### config.mk
export PLATFORM = sky130hd
export DESIGN_NAME = conj_scale_stream
export DESIGN_NICKNAME = d
export VERILOG_FILES = /design/src/rtl/conj_scale_stream.sv
export SDC_FILE = /design/constraint.sdc
export NUM_CORES = 1
export LEC_CHECK = 0
export BUFFER_PORTS_ARGS = -buffer_cell sky130_fd_sc_hd__buf_4
export CAP_MARGIN = 20
export CORE_ASPECT_RATIO = 0.5
export CORE_MARGIN = 4
export CORE_UTILIZATION = 56
export DETAILED_ROUTE_END_ITERATION = 7
export GPL_ROUTABILITY_DRIVEN = 0
export PLACE_DENSITY = 0.86
export SLEW_MARGIN = 30
export SYNTH_ARGS = -nofsm -noshare
export SYNTH_HDL_FRONTEND = slang
export SYNTH_SLANG_ARGS = --single-unit
### constraint.sdc
create_clock -name clk -period 8.2 [get_ports clk]
set_clock_uncertainty 0.1 [all_clocks]
set_input_delay 0.41 -clock clk [delete_from_list [all_inputs] [get_ports clk]]
set_output_delay 0.41 -clock clk [all_outputs]
set_load 0.01 [all_outputs]
### src/rtl/conj_scale_stream.sv
// conj_scale_stream
//   Two-stage valid/ready pipeline that scales a complex sample by 2^-SHIFT,
//   optionally conjugates it and saturates it to W_OUT bits. Frames are N
//   samples long; the frame index travels with each sample.
//
//   Stage 1 registers the scaled components (truncate or round half away
//   from zero). Stage 2 registers the conjugated and clamped result, which
//   drives the outputs directly.
//
// Ports
//   clk, rst                    rising-edge clock, synchronous active-high reset
//   in_valid/in_ready           input handshake
//   in_real, in_im              signed W_IN-bit input components
//   in_last                     end-of-frame marker from upstream
//   conj_en, round_mode         per-sample attributes, captured with the data
//   out_valid/out_ready         output handshake
//   out_real, out_im            signed W_OUT-bit results
//   out_last                    sample carries frame index N-1
//   sat_flag                    sticky: some component was clamped
//   frame_err                   sticky: in_last arrived at an index other than N-1

// Per-component scaler: sign/magnitude so that both rounding modes are
// symmetric about zero. One extra bit keeps |most negative| representable.
module csc_scale #(
  parameter int W_IN  = 64,
  parameter int SHIFT = 28
) (
  input  logic [W_IN-1:0] x,
  input  logic            rnd,
  output logic [W_IN:0]   q
);
  localparam logic [W_IN:0] HALF = {{W_IN{1'b0}}, 1'b1} << (SHIFT-1);

  logic          neg;
  logic [W_IN:0] xe, mag, sum, shq;

  assign neg = x[W_IN-1];
  assign xe  = {x[W_IN-1], x};
  assign mag = neg ? -xe : xe;
  assign sum = mag + (rnd ? HALF : '0);
  assign shq = sum >> SHIFT;
  assign q   = neg ? -shq : shq;
endmodule

module conj_scale_stream #(
  parameter int W_IN  = 64,
  parameter int W_OUT = 64,
  parameter int SHIFT = 28,
  parameter int N     = 16
) (
  input  logic                    clk,
  input  logic                    rst,
  input  logic                    in_valid,
  output logic                    in_ready,
  input  logic signed [W_IN-1:0]  in_real,
  input  logic signed [W_IN-1:0]  in_im,
  input  logic                    in_last,
  input  logic                    conj_en,
  input  logic                    round_mode,
  output logic                    out_valid,
  input  logic                    out_ready,
  output logic signed [W_OUT-1:0] out_real,
  output logic signed [W_OUT-1:0] out_im,
  output logic                    out_last,
  output logic                    sat_flag,
  output logic                    frame_err
);
  localparam int LANES = 2;   // lane 0 = real, lane 1 = imaginary
  localparam int IW    = $clog2(N);
  localparam logic [IW-1:0] IDX_LAST = IW'(N-1);
  localparam logic [W_IN:0] OMAX = ({{W_IN{1'b0}}, 1'b1} << (W_OUT-1)) - 1'b1;
  localparam logic [W_IN:0] OMIN = ~OMAX;

  logic [2:1] vld_pipe;
  logic       s1_en, s2_en, in_xfer;

  // A stage may load when empty or when its contents leave this cycle.
  assign s2_en    = !vld_pipe[2] || out_ready;
  assign s1_en    = !vld_pipe[1] || s2_en;
  assign in_ready = s1_en;
  assign in_xfer  = in_valid && in_ready;
  assign out_valid = vld_pipe[2];

  // Stage 1 datapath
  logic [LANES-1:0][W_IN-1:0] in_vec;
  logic [LANES-1:0][W_IN:0]   q_comb, s1_q;
  logic                       s1_conj;
  logic [IW-1:0]              s1_idx, idx;

  assign in_vec = {in_im, in_real};

  for (genvar g = 0; g < LANES; g++) begin : g_scale
    csc_scale #(.W_IN(W_IN), .SHIFT(SHIFT)) u_scale (
      .x   (in_vec[g]),
      .rnd (round_mode),
      .q   (q_comb[g])
    );
  end

  // Stage 2 datapath: negate after scaling, then clamp
  logic [LANES-1:0][W_IN:0]    v;
  logic [LANES-1:0][W_OUT-1:0] res;
  logic [LANES-1:0]            sat_lane;

  for (genvar g = 0; g < LANES; g++) begin : g_sat
    logic hi, lo;
    assign v[g] = (g == 1 && s1_conj) ? -s1_q[g] : s1_q[g];
    assign hi   = $signed(v[g]) > $signed(OMAX);
    assign lo   = $signed(v[g]) < $signed(OMIN);
    assign sat_lane[g] = hi || lo;
    assign res[g] = hi ? OMAX[W_OUT-1:0] : (lo ? OMIN[W_OUT-1:0] : v[g][W_OUT-1:0]);
  end

  always_ff @(posedge clk) begin
    if (rst) begin
      vld_pipe  <= '0;
      s1_q      <= '0;
      s1_conj   <= 1'b0;
      s1_idx    <= '0;
      idx       <= '0;
      frame_err <= 1'b0;
      out_real  <= '0;
      out_im    <= '0;
      out_last  <= 1'b0;
      sat_flag  <= 1'b0;
    end else begin
      if (s1_en) vld_pipe[1] <= in_valid;
      if (in_xfer) begin
        s1_q    <= q_comb;
        s1_conj <= conj_en;
        s1_idx  <= idx;
        // in_last always restarts the count; early ones are an error
        idx     <= in_last ? '0 : idx + 1'b1;
        if (in_last && idx != IDX_LAST) frame_err <= 1'b1;
      end
      if (s2_en) vld_pipe[2] <= vld_pipe[1];
      // Output registers only change when a real sample moves in, so they
      // hold stable under backpressure.
      if (s2_en && vld_pipe[1]) begin
        out_real <= res[0];
        out_im   <= res[1];
        out_last <= (s1_idx == IDX_LAST);
        if (|sat_lane) sat_flag <= 1'b1;
      end
    end
  end
endmodule

==> flow_summary.json, run 1 <==
{
  "yosys.area_share.simple_pct": 22.0,
  "postSynthCellCount": 2432,
  "setup_viol": 0,
  "grt_usage_pct": 28.0,
  "yosys.area.top_type": "dfxtp_1",
  "grt-ovfl-total": 0,
  "tns_ns": 0,
  "synthAdderAreaFrac_pct": 0.468,
  "synth_area_per_cell_um2": 7.47,
  "vias": 18900,
  "pwr-share-comb_pct": 25.5,
  "wl_per_cell_um": 17.8,
  "port-buffer-count": 267,
  "synth-async-reset-ratio_pct": 0,
  "post_cts_buffers": 0,
  "design.die.area_um2": 35600,
  "rsz0062_at_grt": "false",
  "critPathCapture": "s1_q[35]",
  "muxShareOfSynthArea_pct": 1.07,
  "ios": 268,
  "drive_above_1_share_pct": 15.6,
  "ir_drop_mv": 0.137,
  "initial_utilization_pct": 57.1,
  "synth-compound-area-share_pct": 30.1,
  "crit_type": "in -> reg",
  "grt_max_degree": 99,
  "htreeDepth": 1,
  "cpPeakStageDelay_ns": 0.74,
  "antenna_found_initial": 0,
  "r2r_start": "s1_q[72]",
  "area.growth.synth_to_final_pct": 15.9,
  "wl_um": 53500,
  "final_nets": 2708,
  "hold_depth": 3,
  "clock-sinks": 272,
  "worstPathMaxFanout": 24,
  "ys_types": 93,
  "fin_crit_sh_pct": 73.5,
  "crit-reg2reg-capture": "sat_flag",
  "grt_pass1_vias": 16400,
  "ys_seq_elements": 272,
  "hold_class": "in -> reg",
  "yosys_warnings": 0,
  "core_um2": 31800,
  "syn_nets": 2573,
  "synth-xor-area-share_pct": 12.1,
  "postLayoutCellArea_um2": 21100,
  "seq_area_frac_synth_pct": 30.0,
  "critPathLaunchType": "input pin",
  "n_antenna_cell": 0,
  "internal-power_mw": 2.41,
  "ant_nets": 0,
  "synth_area_leaders": "dfxtp_1 30%, a21oi_1 8.5%, xnor2_1 8.1%",
  "worstRegToRegCells": 14,
  "synth_top_area_share_pct": 30.0,
  "drt_first_iter_violations": 2505,
  "syn_area_um2": 18200,
  "crit_chain": "buf_4 -> nor4_1 -> nand4_1 -> or3_1 -> nand2_1 -> xnor2_1 -> ha_1 -> nand2_1 -> nor2_1 -> nand3_1 -> a2111oi_2 -> nand3_1 -> or4_1 -> o21ai_1 -> or4b_1 -> nor3_1 -> nand2_1 -> or4_1 -> nand3_1",
  "root_buffer": "clkbuf_16",
  "slew_viol_final": 0,
  "synth_edf_count": 0,
  "p_sw_mw": 1.14,
  "leakagePower_nw": 8.15,
  "period_needed_ns": 6.03,
  "crit_slowest_cell": "nand4_1",
  "row_count": 46,
  "drt-vias-per-instance": 6.26,
  "fmax_mhz": 166,
  "slew_headroom_pct": 35.8,
  "die_y_um": 135,
  "grt_first_pass_wirelength_um": 85200,
  "worstMarginPinSlew_ns": 0.961,
  "cts_tree": "done",
  "run_status": "finished clean",
  "cts_hold_buf": 0,
  "ys.flop_type": "dfxtp_1",
  "dr.pass1.iters": 6,
  "drcViolationCount": 0,
  "critPathRequiredTime_ns": 8.57,
  "sequentialPowerShare_pct": 42.6,
  "synth_top_family_by_area": "compound AO/OA/AOI/OAI gates",
  "placed_area_um2": 20300,
  "cp-end-kind": "register",
  "path_clk_slew_ns": 0.06,
  "clockBufferDepth": 3,
  "finalHoldViolations": 0,
  "clkPwrFrac_pct": 31.9,
  "powerDensity_nw_per_um2": 169,
  "die_width_um": 263,
  "crit_path_start": "in_real[7]",
  "clk_latency_ns": 0.52,
  "sw_frac_of_total_pct": 32.0,
  "cts_resized": 0,
  "hpwl_um": 37900,
  "ff2ff_setup_slack_ns": 2.89,
  "worstPathArrival_ns": 6.40,
  "cts_buffers": 26,
  "max_cap_viol_count": 0
}
==> flip-flops by register name, summed over array words and instances (netlist names) <==
register and cells:
frame_err 1, idx 4, out_im 64, out_last 1, out_real 64, s1_conj 1
s1_idx 4, s1_q 130, sat_flag 1, vld_pipe 2
==> cells by family after synthesis <==
logic type / after synthesis
buffers and inverters: 204
multiplexers: 19
flip-flops: 272
AO/OA/AOI/OAI: 906
AND/OR/NAND/NOR: 775
adder cells (fa/ha/maj): 7
XOR/XNOR: 249
==> metal layers <==
metal / track usage, % / part of all wire (%) / vias to the layer above / wire length, um
li1: - / - / 9122 / -
met3: 3.81 / 8.8 / 107 / 4730
met2: 43.2 / 44 / 862 / 23300
met1: 41.4 / 45 / 8781 / 24100
met5: 0 / 0 / - / 0
met4: 7.28 / 2.7 / 0 / 1420
==> cells in the final DEF (no fill, tap or decap), types with 14 or more instances in the layout <==
| cell | netlist | final |
|---|---|---|
| a21oi_1 | 310 | 309 |
| o21ai_0 | 290 | 290 |
| buf_4 | 1 | 288 |
| dfxtp_1 | 272 | 269 |
| nor2_1 | 249 | 248 |
| xnor2_1 | 168 | 167 |
| nand2_1 | 161 | 161 |
| xor2_1 | 79 | 78 |
| a21o_1 | 64 | 64 |
| o31ai_1 | 61 | 61 |
| nand3_1 | 48 | 48 |
| nor4_1 | 47 | 47 |
| nor3_1 | 46 | 46 |
| a211oi_1 | 41 | 40 |
| or3_1 | 32 | 32 |
| nand4_1 | 27 | 27 |
| clkbuf_16 | 0 | 27 |
| nand2b_1 | 26 | 25 |
| a31oi_1 | 22 | 22 |
| or4_1 | 22 | 22 |
| inv_1 | 20 | 20 |
| or2_2 | 18 | 18 |
| o41ai_1 | 18 | 18 |
| mux2i_1 | 16 | 16 |
| and2_1 | 15 | 14 |
| and3_1 | 14 | 14 |
==> worst max-delay path, delay by kind of cell <==
family	cells	cell delay [ns]
xor+xnor	1	0.13
buf+inv	1	0.11
fa+ha+maj	1	0.27
compound gates	2	0.87
simple gates	14	4.60
==> power by group through the flow <==
stage / sequential, mW / combinational, mW / clock [mW]
final: 1.51 / 0.905 / 1.13
after global routing: 1.52 / 0.993 / 1.20
after CTS: 1.51 / 0.890 / 1.14
after detailed placement: 1.54 / 0.883 / 0
after global placement: 1.53 / 0.861 / 0
after floorplan: 1.53 / 0.574 / 0
==> metrics by stage <==
step	cells	utilization [%]	hold WS [ns]	total power, mW	setup WS, ns
floorplan	2432	-	0.336	2.11	1.96
global placement	2970	63.6	0.342	2.40	1.91
detailed placement	2971	63.6	0.348	2.42	1.74
CTS	3015	66.1	0.0159	3.54	2.29
global route	3015	66.2	0.0298	3.71	1.73
finish	3015	66.2	0.0276	3.55	2.17
==> worst min path at each step <==
stage          slack [ns]     endpoint  startpoint
3_5_place_dp         0.35    s1_idx[2]   s1_idx[2]
4_1_cts              0.02  vld_pipe[1]    in_valid
2_1_floorplan        0.34    s1_idx[2]   s1_idx[2]
3_3_place_gp         0.34    s1_idx[2]   s1_idx[2]
5_1_grt              0.03  vld_pipe[1]    in_valid
6_report             0.03  vld_pipe[1]    in_valid
==> synthesized netlist by cell type (all sizes together), types with 52 or more instances <==
cell type	count
nor4	56
xnor2	168
xor2	80
nand2	161
a21o	64
clkbuf	158
o31ai	61
a21oi	310
nor2	250
dfxtp	272
o21ai	300
nor3	52
==> area by class of cell <==
| type | instances | area (um2) |
|---|---|---|
| clock buffer | 33 | 728 |
| clock inverter | 11 | 65.1 |
| fill | 2685 | 10800 |
| inverter | 22 | 82.6 |
| multi-input combinational | 1956 | 12000 |
| sequential | 272 | 5450 |
| tap | 432 | 541 |
| timing repair buffer | 289 | 2180 |
Power figures use the tool's default switching activity.
==> run 2: changes to the inputs <==
--- a/config.mk
+++ b/config.mk
@@ -9,10 +9,10 @@
 export CAP_MARGIN = 20
 export CORE_ASPECT_RATIO = 0.5
 export CORE_MARGIN = 4
-export CORE_UTILIZATION = 56
+export CORE_UTILIZATION = 54
 export DETAILED_ROUTE_END_ITERATION = 7
 export GPL_ROUTABILITY_DRIVEN = 0
-export PLACE_DENSITY = 0.86
+export PLACE_DENSITY = 0.87
 export SLEW_MARGIN = 30
 export SYNTH_ARGS = -nofsm -noshare
 export SYNTH_HDL_FRONTEND = slang
==> constraint.sdc (replaced) <==
create_clock -name clk -period 5.4 [get_ports clk]
set_clock_uncertainty 0.1 [all_clocks]
set_input_delay 0.27 -clock clk [delete_from_list [all_inputs] [get_ports clk]]
set_output_delay 0.27 -clock clk [all_outputs]
set_load 0.01 [all_outputs]
==> run 2 against run 1 <==
Against the previous run:
- via count is 1.8% higher
- die area is 3.5% higher
- sequential cell count stayed put
- final cell count is 1.7% higher
- sequential share of layout area is 0.55 points lower
- clock power is 65% higher
- worst hold slack better by 0.12 ns
- largest power group unchanged
==> flow_summary.json, run 2 (same netlist as run 1, synthesis figures left out) <==
{
  "initial_utilization_pct": 54.9,
  "area.growth.synth_to_final_pct": 18.4,
  "drt-vias-per-instance": 6.27,
  "wl_um": 54900,
  "htreeDepth": 1,
  "ios": 268,
  "path_clk_slew_ns": 0.06,
  "cp-end-kind": "register",
  "tns_ns": 0,
  "drcViolationCount": 0,
  "worstPathMaxFanout": 17,
  "grt_usage_pct": 27.8,
  "slew_headroom_pct": 37.4,
  "fmax_mhz": 202,
  "run_status": "finished clean",
  "crit_type": "in -> reg",
  "hold_class": "in -> reg",
  "hpwl_um": 39200,
  "setup_viol": 0,
  "critPathCapture": "s1_q[112]",
  "design.die.area_um2": 36800,
  "finalHoldViolations": 0,
  "worstRegToRegCells": 13,
  "cts_buffers": 26,
  "die_width_um": 267,
  "crit_cells": 15,
  "antenna_found_initial": 0,
  "final_nets": 2749,
  "mostFrequentLayoutCell": "buf_4",
  "max_cap_viol_count": 0,
  "period_needed_ns": 4.95,
  "root_buffer": "clkbuf_16",
  "port-buffer-count": 267,
  "clockBufferDepth": 3,
  "dp_cells": 3016,
  "powerDensity_nw_per_um2": 259,
  "clock-sinks": 272,
  "postLayoutCellArea_um2": 21500,
  "slew_viol_final": 0,
  "stdcell_count": 3067,
  "final_cell_mix": "322 x buf_4, 310 x a21oi_1, 290 x o21ai_0",
  "fin_crit_sh_pct": 91.7,
  "cts_resized": 0,
  "ff2ff_setup_slack_ns": 0.56,
  "core_um2": 33100,
  "worstPathArrival_ns": 5.26,
  "largest_reg_flops": 130,
  "wl_per_cell_um": 17.9,
  "ir_drop_mv": 0.177,
  "vias": 19200,
  "crit_slowest_cell": "nor4_1",
  "drt_first_iter_violations": 2085,
  "drive_above_1_share_pct": 16.7,
  "clk_latency_ns": 0.52,
  "grt_max_degree": 149,
  "critPathTopFamily": "simple AND/OR/NAND/NOR gates",
  "row_count": 47,
  "r2r_start": "s1_q[71]",
  "cpPeakStageDelay_ns": 0.66,
  "cts_tree": "done",
  "ant_nets": 0,
  "grt_pass1_vias": 16700,
  "path_buf_inv": 2,
  "top_regs": "s1_q: 130 flops, out_im: 64 flops, out_real: 64 flops",
  "die_y_um": 138,
  "grt_first_pass_wirelength_um": 86600,
  "placed_area_um2": 20600,
  "dr.pass1.iters": 6,
  "crit-reg2reg-capture": "out_im[39]",
  "crit_path_start": "in_im[6]",
  "grt-ovfl-total": 0,
  "leakagePower_nw": 8.41,
  "rsz0062_at_grt": "false",
  "critPathRequiredTime_ns": 5.71,
  "crit_chain": "buf_4 -> nor3_1 -> nand4_4 -> o31a_1 -> nor4_1 -> nor2_1 -> or3_1 -> o31a_1 -> nor4_1 -> nand4_1 -> or4_1 -> nor3_2 -> a21oi_1 -> buf_4 -> a21o_1",
  "worstMarginPinSlew_ns": 0.933,
  "regMostFlops": "s1_q",
  "critPathLaunchType": "input pin"
}
==> run 2: metal layers <==
| layer | vias to the layer above | global-route usage [%] | share of wire, % |
|---|---|---|---|
| li1 | 9236 | - | - |
| met1 | 8973 | 40.5 | 44 |
| met2 | 897 | 43.5 | 44 |
| met3 | 110 | 3.75 | 8.7 |
| met4 | 0 | 7.61 | 2.7 |
| met5 | - | 0 | 0 |
==> run 2: per-stage QoR <==
stage	power, mW	worst slack (ns)	hold slack [ns]	utilization, %
2_1_floorplan	3.20	0.0460	0.287	-
5_1_grt	5.82	0.178	0.151	65.0
3_3_place_gp	3.66	0.216	0.343	62.2
6_report	5.57	0.451	0.143	65.0
4_1_cts	5.55	0.616	0.125	64.9
3_5_place_dp	3.70	0.0879	0.350	62.2
==> run 2: power by group <==
part           internal [mW]  switching (mW)  total [mW]
Clock                   1.10           0.764        1.86
Sequential              2.16           0.144        2.30
Combinational          0.577           0.826        1.40
Total                   3.84            1.73        5.57
==> run 2: worst min path at each step <==
| stage | from | endpoint | slack (ns) | cells after the start |
|---|---|---|---|---|
| after floorplan | in_valid | vld_pipe[1] | 0.29 | 2 |
| after global placement | s1_idx[3] | s1_idx[3] | 0.34 | 2 |
| after detailed placement | out_real[63] | out_real[63] | 0.35 | 2 |
| after CTS | in_im[62] | s1_q[100] | 0.13 | 5 |
| after global routing | rst | vld_pipe[1] | 0.15 | 2 |
| final | in_im[62] | s1_q[100] | 0.14 | 5 |
==> run 2: worst min-delay path, stage by stage <==
cell,delay [ns]
buf_4,0.13
nand2_1,0.08
o31ai_1,0.06
nand4_1,0.09
a31oi_1,0.08
==> run 2: timing repair <==
action,in CTS,in global routing
setup buffers,0,0
endpoints found under the hold margin,7,0
hold buffers,4,0
==> run 2: cell type report <==
cell class	instances	area, um2
multi-input cells	1956	12000
clock inverters	9	98.8
flip-flops and latches	272	5450
inverters	22	83.8
well taps	441	552
fillers	2793	11600
diodes	1	2.50
repair buffers	330	2540
clock buffers	36	779
